`src/rtl/edge_event_if.sv`:
```
// Event handshake bundle between the edge arbiter (master) and its consumer (slave).
// Carries the offered channel index alongside the valid/ready pair.
interface edge_event_if #(
    parameter int N_CH = 4
);
    localparam int CH_W = (N_CH > 1) ? $clog2(N_CH) : 1;

    logic            evt_valid;
    logic [CH_W-1:0] evt_ch;
    logic            evt_ready;

    modport master (
        output evt_valid,
        output evt_ch,
        input  evt_ready
    );

    modport slave (
        input  evt_valid,
        input  evt_ch,
        output evt_ready
    );
endinterface

```
`src/rtl/edge_event_arbiter.sv`:
```
// Rising-edge detector with one pending event per channel, shared through a round-robin valid/ready port.
// Define EDGE_ARB_OVF_EN to build the sticky per-channel overflow flags; otherwise ovf reads 0.
module edge_event_arbiter #(
    parameter int N_CH = 4
) (
    input  logic            clk,
    input  logic            rst,
    input  logic [N_CH-1:0] data_in,
    input  logic [N_CH-1:0] ch_en,
    edge_event_if.master    evt,
    output logic [N_CH-1:0] pending,
    output logic [N_CH-1:0] ovf,
    input  logic            ovf_clr
);
    localparam int CH_W = (N_CH > 1) ? $clog2(N_CH) : 1;

    typedef enum logic {
        IDLE,
        OFFER
    } state_t;

    state_t          state_q, state_d;
    logic [N_CH-1:0] d_prev_q;
    logic [N_CH-1:0] pending_q, pending_d;
    logic [CH_W-1:0] rr_ptr_q, rr_ptr_d;
    logic [CH_W-1:0] evt_ch_q, evt_ch_d;

    logic [N_CH-1:0] edge_det;
    logic [N_CH-1:0] offered;
    logic [N_CH-1:0] accepted;
    logic [N_CH-1:0] cand;
    logic            accept;
    logic [CH_W-1:0] sel_idx;
    logic            sel_found;
    logic [CH_W:0]   scan_sum;
    logic [CH_W-1:0] scan_idx;

    always_comb begin
        edge_det = data_in & ~d_prev_q & ch_en;
        accept   = (state_q == OFFER) && evt.evt_ready;
        offered  = '0;
        for (int i = 0; i < N_CH; i++) begin
            offered[i] = (state_q == OFFER) && (evt_ch_q == CH_W'(i));
        end
        accepted = offered & {N_CH{accept}};
    end

    // A channel whose enable has dropped is no longer a candidate, so it can never be
    // picked in the same cycle its pending bit is being cleared.
    always_comb begin
        cand      = pending_q & ch_en;
        sel_idx   = '0;
        sel_found = 1'b0;
        scan_sum  = '0;
        scan_idx  = '0;
        for (int k = 0; k < N_CH; k++) begin
            scan_sum = {1'b0, rr_ptr_q} + (CH_W + 1)'(k);
            if (scan_sum >= (CH_W + 1)'(N_CH)) begin
                scan_sum = scan_sum - (CH_W + 1)'(N_CH);
            end
            scan_idx = scan_sum[CH_W-1:0];
            if (!sel_found && cand[scan_idx]) begin
                sel_found = 1'b1;
                sel_idx   = scan_idx;
            end
        end
    end

    // An edge always re-arms the channel, so an edge landing on the acceptance cycle survives.
    always_comb begin
        pending_d = edge_det | (pending_q & ~accepted & (ch_en | offered));
    end

    always_comb begin
        state_d  = state_q;
        evt_ch_d = evt_ch_q;
        rr_ptr_d = rr_ptr_q;
        case (state_q)
            IDLE: begin
                if (sel_found) begin
                    evt_ch_d = sel_idx;
                    state_d  = OFFER;
                end
            end
            OFFER: begin
                if (evt.evt_ready) begin
                    state_d  = IDLE;
                    rr_ptr_d = (evt_ch_q == CH_W'(N_CH - 1)) ? '0 : evt_ch_q + CH_W'(1);
                end
            end
            default: state_d = IDLE;
        endcase
    end

    always_ff @(posedge clk) begin
        if (rst) begin
            state_q   <= IDLE;
            d_prev_q  <= '0;
            pending_q <= '0;
            rr_ptr_q  <= '0;
            evt_ch_q  <= '0;
        end else begin
            state_q   <= state_d;
            d_prev_q  <= data_in;
            pending_q <= pending_d;
            rr_ptr_q  <= rr_ptr_d;
            evt_ch_q  <= evt_ch_d;
        end
    end

`ifdef EDGE_ARB_OVF_EN
    logic [N_CH-1:0] ovf_q, ovf_d;
    logic [N_CH-1:0] ovf_cond;

    // Set has priority over clear so an overflow coinciding with ovf_clr is not lost.
    always_comb begin
        ovf_cond = edge_det & pending_q & ~accepted;
        ovf_d    = (ovf_clr ? '0 : ovf_q) | ovf_cond;
    end

    always_ff @(posedge clk) begin
        if (rst) begin
            ovf_q <= '0;
        end else begin
            ovf_q <= ovf_d;
        end
    end

    assign ovf = ovf_q;
`else
    logic unused_ovf_clr;
    assign unused_ovf_clr = ovf_clr;
    assign ovf            = '0;
`endif

    assign pending       = pending_q;
    assign evt.evt_valid = (state_q == OFFER);
    assign evt.evt_ch    = evt_ch_q;
endmodule
```
`src/flat_wrapper.sv`:
```
// flat-port wrapper written by rule: the top's interface ports become plain ports
module edge_event_arbiter_flat 
#(
    parameter int N_CH = 4
)
  (clk, rst, data_in, ch_en, pending, ovf, ovf_clr, evt_evt_valid, evt_evt_ch, evt_evt_ready);
  edge_event_if #(.N_CH(N_CH)) evt_i ();
  input  logic clk;
  input  logic rst;
  input  logic [N_CH-1:0] data_in;
  input  logic [N_CH-1:0] ch_en;
  output logic [N_CH-1:0] pending;
  output logic [N_CH-1:0] ovf;
  input  logic ovf_clr;
  output wire logic [$bits(evt_i.evt_valid)-1:0] evt_evt_valid;
  output wire logic [$bits(evt_i.evt_ch)-1:0] evt_evt_ch;
  input wire logic [$bits(evt_i.evt_ready)-1:0] evt_evt_ready;
  assign evt_evt_valid = evt_i.evt_valid;
  assign evt_evt_ch = evt_i.evt_ch;
  assign evt_i.evt_ready = evt_evt_ready;
  edge_event_arbiter #(.N_CH(N_CH)) u_core (.clk(clk), .rst(rst), .data_in(data_in), .ch_en(ch_en), .evt(evt_i), .pending(pending), .ovf(ovf), .ovf_clr(ovf_clr));
endmodule
```
`config.mk`:
```
export PLATFORM = sky130hd
export DESIGN_NAME = edge_event_arbiter_flat
export DESIGN_NICKNAME = d
export VERILOG_FILES = /design/src/rtl/edge_event_if.sv /design/src/rtl/edge_event_arbiter.sv /design/src/flat_wrapper.sv
export SDC_FILE = /design/constraint.sdc
export NUM_CORES = 1
export LEC_CHECK = 0
export ABC_AREA = 1
export BUFFER_PORTS_ARGS = -buffer_cell sky130_fd_sc_hd__buf_2
export CAP_MARGIN = 20
export CORE_AREA = 2 2 54 56
export DETAILED_ROUTE_END_ITERATION = 6
export DIE_AREA = 0 0 56 58
export PLACE_DENSITY = 0.52
export SYNTH_ARGS = -nofsm -noshare
export SYNTH_HDL_FRONTEND = slang
export SYNTH_SLANG_ARGS = --single-unit
```
`constraint.sdc`:
```
create_clock -name clk -period 2.4 [get_ports clk]
set_input_delay 0.48 -clock clk [delete_from_list [all_inputs] [get_ports clk]]
set_output_delay 0.48 -clock clk [all_outputs]
set_load 0.005 [all_outputs]
```
==> flow_results.xml <==
<?xml version="1.0" encoding="UTF-8"?>
<metrics>
  <group name="synthesis">
    <metric name="netlist_instances" unit="">136</metric>
    <metric name="synthFlopType" unit="">dfxtp_1</metric>
    <metric name="synth_warnings" unit="">0</metric>
    <metric name="netlist_area_pre_place" unit="µm²">902</metric>
    <metric name="post_synth_xor_area_fraction" unit="%">0</metric>
    <metric name="synth_enable_flop_cells" unit="">0</metric>
    <metric name="yosys.area_share.simple" unit="%">42.0</metric>
    <metric name="synth_cell_type_count" unit="">24</metric>
    <metric name="synth-compound-area-share" unit="%">10.7</metric>
    <metric name="yosys-mux-area-fraction" unit="%">0</metric>
    <metric name="yosys_register_bits" unit="">13</metric>
    <metric name="synth_top_family_by_area" unit="">simple AND/OR/NAND/NOR gates</metric>
    <metric name="async_flop_share" unit="%">0</metric>
    <metric name="adder_cell_fraction_of_synth_area" unit="%">5.55</metric>
    <metric name="postSynthAreaPerCell" unit="µm²">6.63</metric>
    <metric name="seq_area_frac_synth" unit="%">28.8</metric>
  </group>
  <group name="routing">
    <metric name="routed-via-count" unit="">897</metric>
    <metric name="dr.pass1.iters" unit="">4</metric>
    <metric name="routedWlPerCell" unit="µm">11.1</metric>
    <metric name="drc" unit="">0</metric>
    <metric name="final_antenna_net_count" unit="">0</metric>
    <metric name="drt_first_iter_violations" unit="">13</metric>
    <metric name="vias_per_cell" unit="">4.85</metric>
    <metric name="finalWirelength" unit="µm">2050</metric>
  </group>
  <group name="floorplan">
    <metric name="core_area" unit="mm²">0.00266</metric>
    <metric name="die-width" unit="µm">56</metric>
    <metric name="rows" unit="">19</metric>
    <metric name="i_o_pin_count" unit="">23</metric>
    <metric name="initial_utilization" unit="%">33.9</metric>
    <metric name="floorplan.die_area" unit="mm²">0.00325</metric>
    <metric name="fp.dieH" unit="µm">58</metric>
  </group>
  <group name="cells_and_area">
    <metric name="num-nets-final" unit="">171</metric>
    <metric name="layout_common_cells" unit="">40 x nand2_1, 17 x buf_2, 14 x nand3_1, 13 x inv_1, 13 x dfxtp_1</metric>
    <metric name="drive_gt1_share" unit="%">22.1</metric>
    <metric name="antenna_cells_inserted" unit="">0</metric>
    <metric name="most_common_cell_after_layout_fill_and_taps_aside" unit="">nand2_1</metric>
    <metric name="area_growth" unit="%">12.5</metric>
    <metric name="n_fill_cell" unit="">308</metric>
  </group>
  <group name="timing">
    <metric name="finalHoldWorstSlack" unit="ns">0.415</metric>
    <metric name="maxSlewViolCount" unit="">0</metric>
    <metric name="finalWorstPathRequiredPeriod" unit="ns">1.51</metric>
    <metric name="rsz0062_at_grt" unit="">false</metric>
    <metric name="timing.final.setup_violations" unit="">0</metric>
    <metric name="fin_skew" unit="ns">0.000716</metric>
    <metric name="total_negative_setup_slack" unit="ns">0</metric>
    <metric name="final_hold_viol_count" unit="">0</metric>
    <metric name="final.period_utilization" unit="%">63.0</metric>
    <metric name="maxClockFrequency" unit="MHz">661</metric>
  </group>
  <group name="flow_run">
    <metric name="maxCapViolCount" unit="">0</metric>
  </group>
  <group name="power">
    <metric name="power.density_cell_area" unit="mW/mm²">824</metric>
    <metric name="swShare" unit="%">44.6</metric>
    <metric name="clock_power_share" unit="%">16.2</metric>
    <metric name="combinationalPowerShare" unit="%">47.0</metric>
    <metric name="internal_power" unit="µW">463</metric>
    <metric name="power.leakage" unit="µW">0.000514</metric>
    <metric name="irDropWorstVdd" unit="µV">402</metric>
    <metric name="netSwitchingPower" unit="µW">373</metric>
    <metric name="share_of_power_burned_in_registers" unit="%">36.8</metric>
  </group>
  <group name="cts">
    <metric name="post-cts-setup-buffers" unit="">0</metric>
    <metric name="postCtsResizedCells" unit="">0</metric>
    <metric name="numCtsBuffers" unit="">3</metric>
    <metric name="cts.path.max_buffers" unit="">2</metric>
    <metric name="cts_tree" unit="">built</metric>
    <metric name="cts_root_buf" unit="">clkbuf_4</metric>
    <metric name="clkLatencyLatePin" unit="ns">0.28</metric>
    <metric name="path_clk_slew" unit="ns">0.08</metric>
    <metric name="cts.sinks" unit="">13</metric>
    <metric name="cts.htree.levels" unit="">1</metric>
    <metric name="cts_hold_repair.buffers" unit="">0</metric>
  </group>
  <group name="worst_setup_path">
    <metric name="cp_cell_sequence" unit="">inv_8 &gt; nand3_2 &gt; nand2_2 &gt; nor2_4 &gt; nand3_2 &gt; nand2_2 &gt; nand2_1 &gt; nand2_1 &gt; a21oi_2</metric>
    <metric name="worstPathBufferInverterCount" unit="">1</metric>
    <metric name="critical_path_arrival" unit="ns">1.69</metric>
    <metric name="timing.critical_path.slowest_cell_delay" unit="ns">0.63</metric>
    <metric name="kind_of_launch_point_of_the_worst_setup_path" unit="">flip-flop</metric>
    <metric name="critical_path_class" unit="">flip-flop to flip-flop</metric>
    <metric name="critPathCaptureType" unit="">flip-flop</metric>
    <metric name="critical_path.top_delay_family" unit="">simple AND/OR/NAND/NOR gates</metric>
    <metric name="worstPathMaxFanout" unit="">10</metric>
    <metric name="cell_with_the_largest_stage_delay_on_the_worst_path" unit="">dfxtp_1</metric>
    <metric name="critical_path_required" unit="ns">2.58</metric>
  </group>
  <group name="placement">
    <metric name="place.gp.congestion" unit="">0.795</metric>
    <metric name="dpl.hpwl" unit="µm">1670</metric>
    <metric name="port_buffers" unit="">17</metric>
  </group>
  <group name="grt">
    <metric name="first_pass_grt_wire_length" unit="µm">3720</metric>
    <metric name="grt_util_all_layers" unit="%">14.5</metric>
    <metric name="grt_antenna_before_repair" unit="">0</metric>
    <metric name="globalRouteOverflowTotal" unit="">0</metric>
    <metric name="grt_start_max_net_pins" unit="">11</metric>
    <metric name="grt_pass1_vias" unit="">843</metric>
  </group>
  <group name="run_status">
    <metric name="outcome" unit="">finished clean</metric>
  </group>
  <group name="worst_hold_path">
    <metric name="worst_hold_path_type" unit="">input port to flip-flop</metric>
  </group>
</metrics>
power by group through the flow:
stage / registers [µW] / logic [µW] / clock network [µW]
6_report: 307 / 393 / 135
5_1_grt: 317 / 465 / 149
4_1_cts: 309 / 403 / 139
3_5_place_dp: 313 / 398 / 0
3_3_place_gp: 310 / 398 / 0
2_1_floorplan: 295 / 317 / 0
layer usage:
metal	GRT usage, %	share of wire [%]
met2	25.5	49
met3	1.34	2.4
met4	7.14	2.0
met5	0	0
met1	17.9	47
worst reg2reg max path, stage by stage (launching register included):
cell and delay [ns]:
dfxtp_1 0.63, inv_8 0.09, nand3_2 0.09, nand2_2 0.09
nor2_4 0.14, nand3_2 0.12, nand2_2 0.09, nand2_1 0.05
nand2_1 0.08, a21oi_2 0.03
cell type report:
type / instances / area (µm²) / share of cell area, %
flip-flops and latches: 13 / 260 / 25.6
well taps: 31 / 38.8 / 3.82
multi-input cells: 105 / 541 / 53.3
repair buffers: 17 / 85.1 / 8.38
inverters: 15 / 63.8 / 6.29
clock buffers: 4 / 26.3 / 2.59
registers in the layout, indices dropped and copies added (netlist names):
register              flops
u_core.evt.evt_ch         2
u_core.evt.evt_valid      1
u_core.d_prev_q           4
u_core.pending            4
u_core.rr_ptr_q           2
cells by family after synthesis:
| logic type | count (synthesis) |
|---|---|
| buffers and inverters | 21 |
| AOI/OAI and AO/OA | 17 |
| DFF | 13 |
| and+or+nand+nor | 80 |
| adders and majority gates | 4 |
| other | 1 |
Yosys cell counts (3+ instances only):
cell type / count / area (µm²)
o21ai_0: 3 / 15.0
buf_4: 5 / 37.5
dfxtp_1: 13 / 260
nand3_2: 3 / 30.0
ha_1: 4 / 50.1
nand2_1: 40 / 150
nand3_1: 14 / 70.1
nand2_2: 7 / 43.8
inv_1: 13 / 48.8
a21oi_1: 9 / 45.0
nor2_1: 9 / 33.8
nand3b_1: 3 / 22.5
through the flow:
step | power, µW | cell area, µm² | util [%] | setup WS, ns | std cells
after global placement | 708 | 988 | 37.1 | 0.913 | 181
after detailed placement | 711 | 988 | 37.1 | 0.894 | 181
final | 836 | 1010 | 38.1 | 0.887 | 185
after global routing | 930 | 1010 | 38.1 | 0.710 | 185
after floorplan | 611 | 913 | - | 1.19 | 139
after CTS | 850 | 1010 | 38.1 | 0.887 | 185
final timing paths:
kind	start	to	slack (ns)	depth (start not counted)
max reg2reg	u_core.rr_ptr_q[0]	u_core.evt.evt_ch[0]	0.89	9
max	u_core.rr_ptr_q[0]	u_core.evt.evt_ch[0]	0.89	9
min reg2reg	u_core.d_prev_q[3]	u_core.pending[3]	0.49	3
min	data_in[0]	u_core.d_prev_q[0]	0.42	3
(Power assumes the default switching activity.)
